===== src/rtl/ex_muldiv_if.sv =====
// Handshake between the EX stage and the multi-cycle multiply/divide unit.
// master = pipeline side, slave = ex_muldiv.
interface ex_muldiv_if #(parameter int WIDTH = 32);
  logic             start_i;
  logic [2:0]       op_i;
  logic             unsigned_i;
  logic [WIDTH-1:0] opa_i;
  logic [WIDTH-1:0] opb_i;
  logic [WIDTH-1:0] acc_hi_i;
  logic [WIDTH-1:0] acc_lo_i;
  logic             flush_i;
  logic             stall_o;
  logic             done_o;
  logic             whilo_o;
  logic [WIDTH-1:0] hi_o;
  logic [WIDTH-1:0] lo_o;

  modport master (
    output start_i, op_i, unsigned_i, opa_i, opb_i, acc_hi_i, acc_lo_i, flush_i,
    input  stall_o, done_o, whilo_o, hi_o, lo_o
  );

  modport slave (
    input  start_i, op_i, unsigned_i, opa_i, opb_i, acc_hi_i, acc_lo_i, flush_i,
    output stall_o, done_o, whilo_o, hi_o, lo_o
  );
endinterface


===== src/rtl/ex_muldiv.sv =====
// Multi-cycle MULT/DIV/MADD/MSUB unit producing a HI/LO write; stalls EX until done.
//   state | meaning
//   IDLE  | waiting for a non-NOP start
//   MUL   | multiply/accumulate latency countdown
//   DIV   | restoring radix-2 divide, one quotient bit per cycle
//   SIGN  | apply quotient/remainder signs
//   DONE  | one-cycle result pulse, HI/LO write
module ex_muldiv #(
  parameter int WIDTH       = 32,
  parameter int MUL_LATENCY = 2
) (
  input logic       clk,
  input logic       rst,
  ex_muldiv_if.slave bus
);

  typedef enum logic [2:0] {IDLE, MUL, DIV, SIGN, DONE} state_t;

  localparam int CW = $clog2(WIDTH + 8);

  state_t           state;
  logic [CW-1:0]    cnt;
  logic [2:0]       op_r;
  logic             uns_r;
  logic [WIDTH-1:0] a_r, b_r, acch_r, accl_r;
  logic [WIDTH-1:0] quo, rem, dvs;
  logic             q_neg, r_neg;
  logic [WIDTH-1:0] hi_r, lo_r;
  logic             done_r;

  logic             accept, is_div, div_signed;
  logic [WIDTH-1:0] a_mag, b_mag;

  logic [2:0]         m_op;
  logic               m_uns, m_signed;
  logic [WIDTH-1:0]   m_a, m_b, m_ah, m_al;
  logic [2*WIDTH-1:0] ea, eb, prod, mul_res;

  logic [WIDTH:0]   shifted, diff;
  logic             fits;

  always_comb begin
    accept     = (state == IDLE) && bus.start_i && (bus.op_i != 3'd0) && !bus.flush_i;
    is_div     = (bus.op_i == 3'd3) || (bus.op_i == 3'd4);
    div_signed = (bus.op_i == 3'd3);
    a_mag      = (div_signed && bus.opa_i[WIDTH-1]) ? -bus.opa_i : bus.opa_i;
    b_mag      = (div_signed && bus.opb_i[WIDTH-1]) ? -bus.opb_i : bus.opb_i;
  end

  // Multiplier reads the live inputs only when MUL_LATENCY=1 finishes straight from IDLE.
  always_comb begin
    m_op  = (state == IDLE) ? bus.op_i       : op_r;
    m_uns = (state == IDLE) ? bus.unsigned_i : uns_r;
    m_a   = (state == IDLE) ? bus.opa_i      : a_r;
    m_b   = (state == IDLE) ? bus.opb_i      : b_r;
    m_ah  = (state == IDLE) ? bus.acc_hi_i   : acch_r;
    m_al  = (state == IDLE) ? bus.acc_lo_i   : accl_r;
    m_signed = (m_op == 3'd1) || (m_op == 3'd5) || ((m_op == 3'd7) && !m_uns);
    ea   = m_signed ? {{WIDTH{m_a[WIDTH-1]}}, m_a} : {{WIDTH{1'b0}}, m_a};
    eb   = m_signed ? {{WIDTH{m_b[WIDTH-1]}}, m_b} : {{WIDTH{1'b0}}, m_b};
    prod = ea * eb;
    case (m_op)
      3'd5, 3'd6: mul_res = {m_ah, m_al} + prod;
      3'd7:       mul_res = {m_ah, m_al} - prod;
      default:    mul_res = prod;
    endcase
  end

  always_comb begin
    shifted = {rem, quo[WIDTH-1]};
    diff    = shifted - {1'b0, dvs};
    fits    = shifted >= {1'b0, dvs};
  end

  always_ff @(posedge clk) begin
    if (rst) begin
      state  <= IDLE;
      cnt    <= '0;
      op_r   <= '0;
      uns_r  <= 1'b0;
      a_r    <= '0;
      b_r    <= '0;
      acch_r <= '0;
      accl_r <= '0;
      quo    <= '0;
      rem    <= '0;
      dvs    <= '0;
      q_neg  <= 1'b0;
      r_neg  <= 1'b0;
      hi_r   <= '0;
      lo_r   <= '0;
      done_r <= 1'b0;
    end else begin
      done_r <= 1'b0;
      if (bus.flush_i) begin
        state <= IDLE;
      end else begin
        case (state)
          IDLE: if (accept) begin
            op_r   <= bus.op_i;
            uns_r  <= bus.unsigned_i;
            a_r    <= bus.opa_i;
            b_r    <= bus.opb_i;
            acch_r <= bus.acc_hi_i;
            accl_r <= bus.acc_lo_i;
            if (is_div) begin
              if (bus.opb_i == '0) begin
                hi_r   <= bus.opa_i;
                lo_r   <= '1;
                done_r <= 1'b1;
                state  <= DONE;
              end else begin
                rem   <= '0;
                quo   <= a_mag;
                dvs   <= b_mag;
                q_neg <= div_signed && (bus.opa_i[WIDTH-1] ^ bus.opb_i[WIDTH-1]);
                r_neg <= div_signed && bus.opa_i[WIDTH-1];
                cnt   <= CW'(WIDTH - 1);
                state <= DIV;
              end
            end else if (MUL_LATENCY == 1) begin
              {hi_r, lo_r} <= mul_res;
              done_r       <= 1'b1;
              state        <= DONE;
            end else begin
              cnt   <= CW'(MUL_LATENCY - 2);
              state <= MUL;
            end
          end
          MUL: begin
            if (cnt == '0) begin
              {hi_r, lo_r} <= mul_res;
              done_r       <= 1'b1;
              state        <= DONE;
            end else begin
              cnt <= cnt - 1'b1;
            end
          end
          DIV: begin
            rem <= fits ? diff[WIDTH-1:0] : shifted[WIDTH-1:0];
            quo <= {quo[WIDTH-2:0], fits};
            if (cnt == '0) state <= SIGN;
            else           cnt   <= cnt - 1'b1;
          end
          SIGN: begin
            lo_r   <= q_neg ? -quo : quo;
            hi_r   <= r_neg ? -rem : rem;
            done_r <= 1'b1;
            state  <= DONE;
          end
          DONE:    state <= IDLE;
          default: state <= IDLE;
        endcase
      end
    end
  end

  assign bus.stall_o = accept || (state == MUL) || (state == DIV) || (state == SIGN);
  assign bus.done_o  = done_r;
  assign bus.whilo_o = done_r;
  assign bus.hi_o    = hi_r;
  assign bus.lo_o    = lo_r;

endmodule


===== src/flat_wrapper.sv =====
// flat-port wrapper written by rule: the top's interface ports become plain ports
module ex_muldiv_flat 
#(
  parameter int WIDTH       = 32,
  parameter int MUL_LATENCY = 2
)
  (clk, rst, bus_start_i, bus_op_i, bus_unsigned_i, bus_opa_i, bus_opb_i, bus_acc_hi_i, bus_acc_lo_i, bus_flush_i, bus_stall_o, bus_done_o, bus_whilo_o, bus_hi_o, bus_lo_o);
  ex_muldiv_if #(.WIDTH(WIDTH)) bus_i ();
  input logic clk;
  input logic rst;
  input wire logic [$bits(bus_i.start_i)-1:0] bus_start_i;
  input wire logic [$bits(bus_i.op_i)-1:0] bus_op_i;
  input wire logic [$bits(bus_i.unsigned_i)-1:0] bus_unsigned_i;
  input wire logic [$bits(bus_i.opa_i)-1:0] bus_opa_i;
  input wire logic [$bits(bus_i.opb_i)-1:0] bus_opb_i;
  input wire logic [$bits(bus_i.acc_hi_i)-1:0] bus_acc_hi_i;
  input wire logic [$bits(bus_i.acc_lo_i)-1:0] bus_acc_lo_i;
  input wire logic [$bits(bus_i.flush_i)-1:0] bus_flush_i;
  output wire logic [$bits(bus_i.stall_o)-1:0] bus_stall_o;
  output wire logic [$bits(bus_i.done_o)-1:0] bus_done_o;
  output wire logic [$bits(bus_i.whilo_o)-1:0] bus_whilo_o;
  output wire logic [$bits(bus_i.hi_o)-1:0] bus_hi_o;
  output wire logic [$bits(bus_i.lo_o)-1:0] bus_lo_o;
  assign bus_i.start_i = bus_start_i;
  assign bus_i.op_i = bus_op_i;
  assign bus_i.unsigned_i = bus_unsigned_i;
  assign bus_i.opa_i = bus_opa_i;
  assign bus_i.opb_i = bus_opb_i;
  assign bus_i.acc_hi_i = bus_acc_hi_i;
  assign bus_i.acc_lo_i = bus_acc_lo_i;
  assign bus_i.flush_i = bus_flush_i;
  assign bus_stall_o = bus_i.stall_o;
  assign bus_done_o = bus_i.done_o;
  assign bus_whilo_o = bus_i.whilo_o;
  assign bus_hi_o = bus_i.hi_o;
  assign bus_lo_o = bus_i.lo_o;
  ex_muldiv #(.WIDTH(WIDTH), .MUL_LATENCY(MUL_LATENCY)) u_core (.clk(clk), .rst(rst), .bus(bus_i));
endmodule

===== config.mk =====
export PLATFORM = sky130hd
export DESIGN_NAME = ex_muldiv_flat
export DESIGN_NICKNAME = d
export VERILOG_FILES = /design/src/rtl/ex_muldiv_if.sv /design/src/rtl/ex_muldiv.sv /design/src/flat_wrapper.sv
export SDC_FILE = /design/constraint.sdc
export NUM_CORES = 2
export LEC_CHECK = 0
export BUFFER_PORTS_ARGS = -buffer_cell sky130_fd_sc_hd__buf_2
export CORE_MARGIN = 2
export CORE_UTILIZATION = 53
export CTS_BUF_LIST = sky130_fd_sc_hd__clkbuf_4 sky130_fd_sc_hd__clkbuf_8
export DETAILED_ROUTE_END_ITERATION = 10
export GPL_ROUTABILITY_DRIVEN = 0
export MAX_ROUTING_LAYER = met4
export PLACE_DENSITY = 0.76
export SYNTH_ARGS = -nofsm -noshare
export SYNTH_HDL_FRONTEND = slang
export SYNTH_SLANG_ARGS = --single-unit

===== constraint.sdc =====
create_clock -name clk -period 22 [get_ports clk]
set_input_delay 2.2 -clock clk [delete_from_list [all_inputs] [get_ports clk]]
set_output_delay 2.2 -clock clk [all_outputs]
set_load 0.03 [all_outputs]

**Word level (Yosys, flattened, before mapping)**

Cells that the tools add are included.

- Flip-flop bits (word level): 304
- Input bits: 136
- Output and inout bits: 67
- Word-level logic and storage cells: 125

- Add/subtract/negate cells: 8
- Bitwise logic cells: 3
- Muxes and demuxes: 48
- Reduce and logical (&&, ||, !) cells: 31
- Equality and inequality tests: 17
- Multipliers: 1
- Magnitude comparators: 1

Operators by type and width:

| cell | count |
|---|---|
| $mux W32 | 23 |
| $pmux W32 S3 | 2 |
| $mux W64 | 2 |
| $neg A32 Y32 | 4 |
| $pmux W32 S2 | 2 |
| $pmux W64 S2 | 1 |
| $add A64 B64 Y64 | 1 |
| $mul A64 B64 Y64 | 1 |
| $sub A64 B64 Y64 | 1 |
| $ge A33 B32 Y1 | 1 |
| $logic_not A32 Y1 | 1 |
| $sub A32 B32 Y32 | 1 |
| $mux W6 | 4 |
| $mux W3 | 6 |
| $reduce_and A5 Y1 | 3 |
| $eq A3 B3 Y1 const B | 4 |
| $pmux W3 S4 | 1 |
| $pmux W6 S2 | 1 |
| $eq A3 B2 Y1 const B | 3 |
| $ne A2 B1 Y1 const B | 4 |
| $logic_and A1 B1 Y1 | 7 |
| $eq A3 B1 Y1 const B | 2 |
| $logic_not A6 Y1 | 1 |
| $logic_or A1 B1 Y1 | 6 |
| other kinds (14) | 27 |

**Depth between registers and ports, before layout**

- Depth in word-level cells: 11
- Mapped depth: 58
- Depth with buffers taken out: 51

**Worst setup path before layout**

OpenSTA, ideal clock, no wires.

- Kind: input to register
- From: input port bus_op_i[2]
- To: register u_core.hi_r[31] (netlist: u_core.bus.hi_o[31])
- Data arrival time: 14.029 ns
- Stages on the path: 50
- Required time: 21.930 ns
- Setup time: 0.070 ns
- Setup slack: 7.901 ns
- Buffers on the path: 3
- Path through: clkbuf_1 > inv_1 > o21ai_0 > a32oi_1 > nor2_1 > clkbuf_1 > nand2_1 > fa_1 > inv_1 > fa_1 > inv_1 > fa_1 > inv_1 > fa_1 > inv_1 > fa_1 > inv_1 > fa_1 > (+14 left out) > a211o_1 > nor3_1 > or2_2 > o21ai_1 > xor2_1 > ha_1 > a21o_1 > a21o_1 > a21o_1 > nor2_1 > nand2_1 > o21ai_0 > a31oi_1 > a21oi_1 > xor2_1 > xnor2_1 > a221oi_1 > a21boi_1

- Cells in the longest elaborated chain, start to end: 10
- Elaborated cells on any way between the ends: 26
- Those cells by class: 2 x add/sub; 1 x mul; 8 x eq/ne; 6 x mux; 9 x reduce/logical

Ends and longest elaborated chain:

| what | line | source |
|---|---|---|
| start: declaration | flat_wrapper.sv:12 | `input wire logic [$bits(bus_i.op_i)-1:0] bus_op_i;` |
| $mux W3 | ex_muldiv.sv:52 | `m_op = (state == IDLE) ? bus.op_i : op_r;` |
| $eq A3 B1 Y1 or $eq A3 B3 Y1 (tied branches) | ex_muldiv.sv:58, ex_muldiv.sv:62 |  |
| $logic_or A1 B1 Y1 or $logic_and A1 B1 Y1 (tied branches) | ex_muldiv.sv:58 | `m_signed = (m_op == 3'd1) \|\| (m_op == 3'd5) \|\| ((m_op == 3'd7) && !m_uns);` |
| $logic_or A1 B1 Y1 | ex_muldiv.sv:58 |  |
| $mux W64, on equally long branches | ex_muldiv.sv:59, ex_muldiv.sv:60 |  |
| $mul A64 B64 Y64 | ex_muldiv.sv:61 | `prod = ea * eb;` |
| $sub A64 B64 Y64 or $add A64 B64 Y64 (tied branches) | ex_muldiv.sv:64, ex_muldiv.sv:63 |  |
| $pmux W64 S2 | ex_muldiv.sv:62 | `case (m_op)` |
| $mux W32 | ex_muldiv.sv:131 | `if (cnt == '0) begin` |
| $pmux W32 S3 | ex_muldiv.sv:98 | `case (state)` |
| end signal: assignment | ex_muldiv.sv:108 | `hi_r <= bus.opa_i;` |
| end signal: assignment | ex_muldiv.sv:132 | `{hi_r, lo_r} <= mul_res;` |
| end signal: assignment | ex_muldiv.sv:147 | `hi_r <= r_neg ? -rem : rem;` |
| end: declaration | ex_muldiv.sv:28 | `logic [WIDTH-1:0] hi_r, lo_r;` |

Parallel ways exist; a longest one is shown, timed or not. The select of a mux whose other input is x is not followed.
A chain may end at the register's enable or synchronous reset.

**Final worst setup path**

- From: register u_core.state[1]
- To: register u_core.hi_r[23] (netlist: u_core.bus.hi_o[23])

- Cells in the longest elaborated chain, start to end: 11
- Elaborated cells on any way between the ends: 35
- Those cells by class: 2 x add/sub; 1 x mul; 10 x eq/ne; 11 x mux; 11 x reduce/logical

Ends and longest elaborated chain:

| what | line | source |
|---|---|---|
| start: declaration | ex_muldiv.sv:21 | `state_t state;` |
| start signal: assignment | ex_muldiv.sv:77 | `state <= IDLE;` |
| start signal: assignment | ex_muldiv.sv:96 | `state <= IDLE;` |
| start signal: assignment | ex_muldiv.sv:111 | `state <= DONE;` |
| $logic_not A3 Y1 | -- |  |
| $mux W3 or $mux W1 (tied branches) | ex_muldiv.sv:52, ex_muldiv.sv:53 |  |
| $eq A3 B1 Y1 (tied with other cells) | ex_muldiv.sv:58 |  |
| $logic_or A1 B1 Y1 or $logic_and A1 B1 Y1 (tied branches) | ex_muldiv.sv:58 |  |
| $logic_or A1 B1 Y1 | ex_muldiv.sv:58 |  |
| $mux W64, on equally long branches | ex_muldiv.sv:59, ex_muldiv.sv:60 |  |
| $mul A64 B64 Y64 | ex_muldiv.sv:61 |  |
| $sub A64 B64 Y64 or $add A64 B64 Y64 (tied branches) | ex_muldiv.sv:64, ex_muldiv.sv:63 |  |
| $pmux W64 S2 | ex_muldiv.sv:62 |  |
| $mux W32 | ex_muldiv.sv:131 |  |
| $pmux W32 S3 | ex_muldiv.sv:98 |  |

Parallel ways exist; a longest one is shown, timed or not. The select of a mux whose other input is x is not followed.

==> results.md <==
* Violated checks: design-rule violations
* Commonest cells in the netlist: 1,671 x inv_1, 1,631 x nand2_1, 1,426 x fa_1
* Setup ws final at between 4 and 5 ns
* First-pass GRT wire length at 379 mm
* Main flop type after synthesis: dfxtp_1
* CTS root buffer: clkbuf_8
* DR DRC count at 4
* Peak Freq at around 0.06 GHz
* Dpl ws at between 5 and 6 ns
* Clk_skew at ~0.067 ns
* Wire length per cell at 24.0 µm
* Ys async rst share at 0%
* Initial antenna violation count at 13
* Mapped Avg Cell Area at around 8.2 µm²
* Most frequent cell after synthesis: inv_1
* Nets at between 10k and 15k
* Die Y at 369 µm
* CP max FO at 71
* Post_cts resized at 0
* Area leader, netlist: fa_1
* Flop2flop setup slack at about 5 ns
* Starting Density at a little over half
* R2R Path Start: u_core.state[1]
* Layout area overhead at 5.78%
* Crit path DAT at 17.66 ns
* R2R cell count at between 40 and 50
* CP max stage cell: nand2_4
* HPWL Detailed at ~200 mm
* Number of synthesized flops with an enable pin at 0
* Mapped Area at approximately 0.071 mm²
* Site Rows at 134
* Slew @ Worst Pin at roughly 1.4 ns
* Pins Over Slew Limit at 0
* Total Wirelength at between 200 and 250 mm
* Vias at 63.3k
* Hold path cells at 2
* Synth Warn # at 0
* Post-Synthesis Cells at around 8.6k
* Cts hold-fix bufs at 0
* Htree depth at 2
* Largest net degree at the start of global routing at between 100 and 150
* Drt via density at slightly above 6
* Gr usage total at 38.0%
* 1st-iter DRT viols at ~7.1k
* WHS Endpoint: u_core.acch_r[11]
* Setup violations, final at 0
* Crit path largest cell delay at about 1.1 ns
* WP buf/inv at 9
* Setup repair bufs after CTS at 0
* Synth Register Bits at 304
* Fin crit share at between 70% and 80%
* Share of Yosys cell area claimed by the top area cell type at 40.4%
* Remaining antenna violation count at 0
* MaxCap Viol Count at 0
* Die Area at 0.136 mm²
* Buffers on Ports at approximately 200
* Clk sink count at a little over 300
* Die width at 369 µm
* Worst setup EP type: register
* Syn nets at ~11k
* Seq/Total Area, Yosys at under 10%
* CTS clk-pin slew, worst paths at approximately 0.08 ns
* Final min period at 17.00 ns
* Fraction of final layout cells sized beyond drive strength 1 at 6.05%
* WP data required at between 20 and 25 ns
* TritonCTS Buffers at 51
* WS Path Type: register to register
* Top Family by Delay on Critical Path: adder cells
* Synth top area cells: fa_1 40%, inv_1 8.9%, nand2_1 8.7%
* Final Hold Viols at 0
* Setup TNS at 0 ns
* Core area at 0.133 mm²
* Clk Latency, worst-skew pair at approximately 0.74 ns
* FF-to-FF End: u_core.bus.hi_o[23]
* CTS tree: built
* Hold Path Class: register to register
* DRT Pass-1 Iters at 10
* CTS Buffer Depth at 3
* RSZ-0062 raised after global routing: false
* Global route overflow at 0
* Ports at around 200
* Most used cell along the critical path: fa_1
* Netlist cell types at 97
* Status: finished with violations
* Hold Startpoint: u_core.acch_r[11]
* Vias in the first global route at between 60k and 70k
* Filler instances at 11.9k
* Worst slew margin at 6.83%
* Worst setup SP type: register
==> flip-flops by register name (all words and copies together) (netlist names), 6 cells and up <==
signal and count:
u_core.accl_r 32, u_core.cnt 6, u_core.bus.lo_o 32, u_core.b_r 32
u_core.quo 32, u_core.rem 32, u_core.acch_r 32, u_core.dvs 32
u_core.a_r 32, u_core.bus.hi_o 32
==> layer usage <==
metal	vias up	track usage, %	wire, µm
met5	-	-	0
met4	0	33.0	28000
met3	1409	9.76	30400
met2	4263	56.6	108000
met1	31000	42.4	82900
li1	26600	-	-
==> stage by stage <==
stage | cells | instance area, µm² | hold slack [ns] | util [%]
floorplan | 8625 | 70700 | 0.431 | -
global placement | 10300 | 73600 | 0.440 | 55.4
detailed placement | 10300 | 73600 | 0.447 | 55.4
CTS | 10400 | 74700 | 0.456 | 56.2
global route | 10400 | 74800 | 0.472 | 56.2
finish | 10400 | 74800 | 0.456 | 56.3
==> how the worst max path moves through the flow <==
stage	start	endpoint	slack, ns	cells after the start
floorplan	bus_op_i[2]	u_core.bus.hi_o[31]	7.90	50
global placement	u_core.state[1]	u_core.bus.hi_o[23]	5.83	49
detailed placement	u_core.state[1]	u_core.bus.hi_o[23]	5.64	49
CTS	u_core.state[1]	u_core.bus.hi_o[23]	5.63	49
global route	u_core.state[1]	u_core.bus.hi_o[23]	4.49	49
finish	u_core.state[1]	u_core.bus.hi_o[23]	5.00	49
==> tightest hold or removal path: cells and delay by family (launching register included) <==
| family | cells | cell delay [ns] |
|---|---|---|
| AO/OA/AOI/OAI | 1 | 0.05 |
| flip-flops | 1 | 0.31 |
| AND/OR/NAND/NOR | 1 | 0.05 |
==> logic make-up after synthesis <==
logic type	count (synthesis)	share of synthesized area, %
simple gates	2742	16.1
buf+inv	2090	11.1
fa+ha+maj	1830	47.5
compound gates	1226	11.1
xor+xnor	345	4.28
flops	304	8.61
mux	88	1.25
==> layout make-up <==
type | count | area [µm²] | share of cell area, %
diodes | 18 | 45.0 | 0.0602
clock buffers | 72 | 916 | 1.22
clock inverters | 15 | 220 | 0.294
inverters | 1672 | 6280 | 8.39
multi-input cells | 6231 | 57000 | 76.2
flip-flops and latches | 304 | 6090 | 8.14
well taps | 1768 | 2210 | 2.96
repair buffers | 337 | 2050 | 2.74
==> layout by cell type (no fill, tap or decap), drive strengths merged, types with 36 or more instances in the layout <==
| master | instances |
|---|---|
| o21ai | 226 |
| buf | 337 |
| nand3 | 52 |
| o31ai | 48 |
| nor2 | 680 |
| fa | 1426 |
| and3 | 36 |
| nor3 | 90 |
| a21oi | 411 |
| a211oi | 120 |
| mux2i | 86 |
| a21o | 86 |
| xor2 | 144 |
| clkbuf | 72 |
| xnor2 | 201 |
| and2 | 48 |
| dfxtp | 304 |
| nand2 | 1631 |
| inv | 1671 |
| ha | 404 |
Power is not shown: default switching activity piles up to over one toggle a cycle in this logic, so the estimate is an artifact.
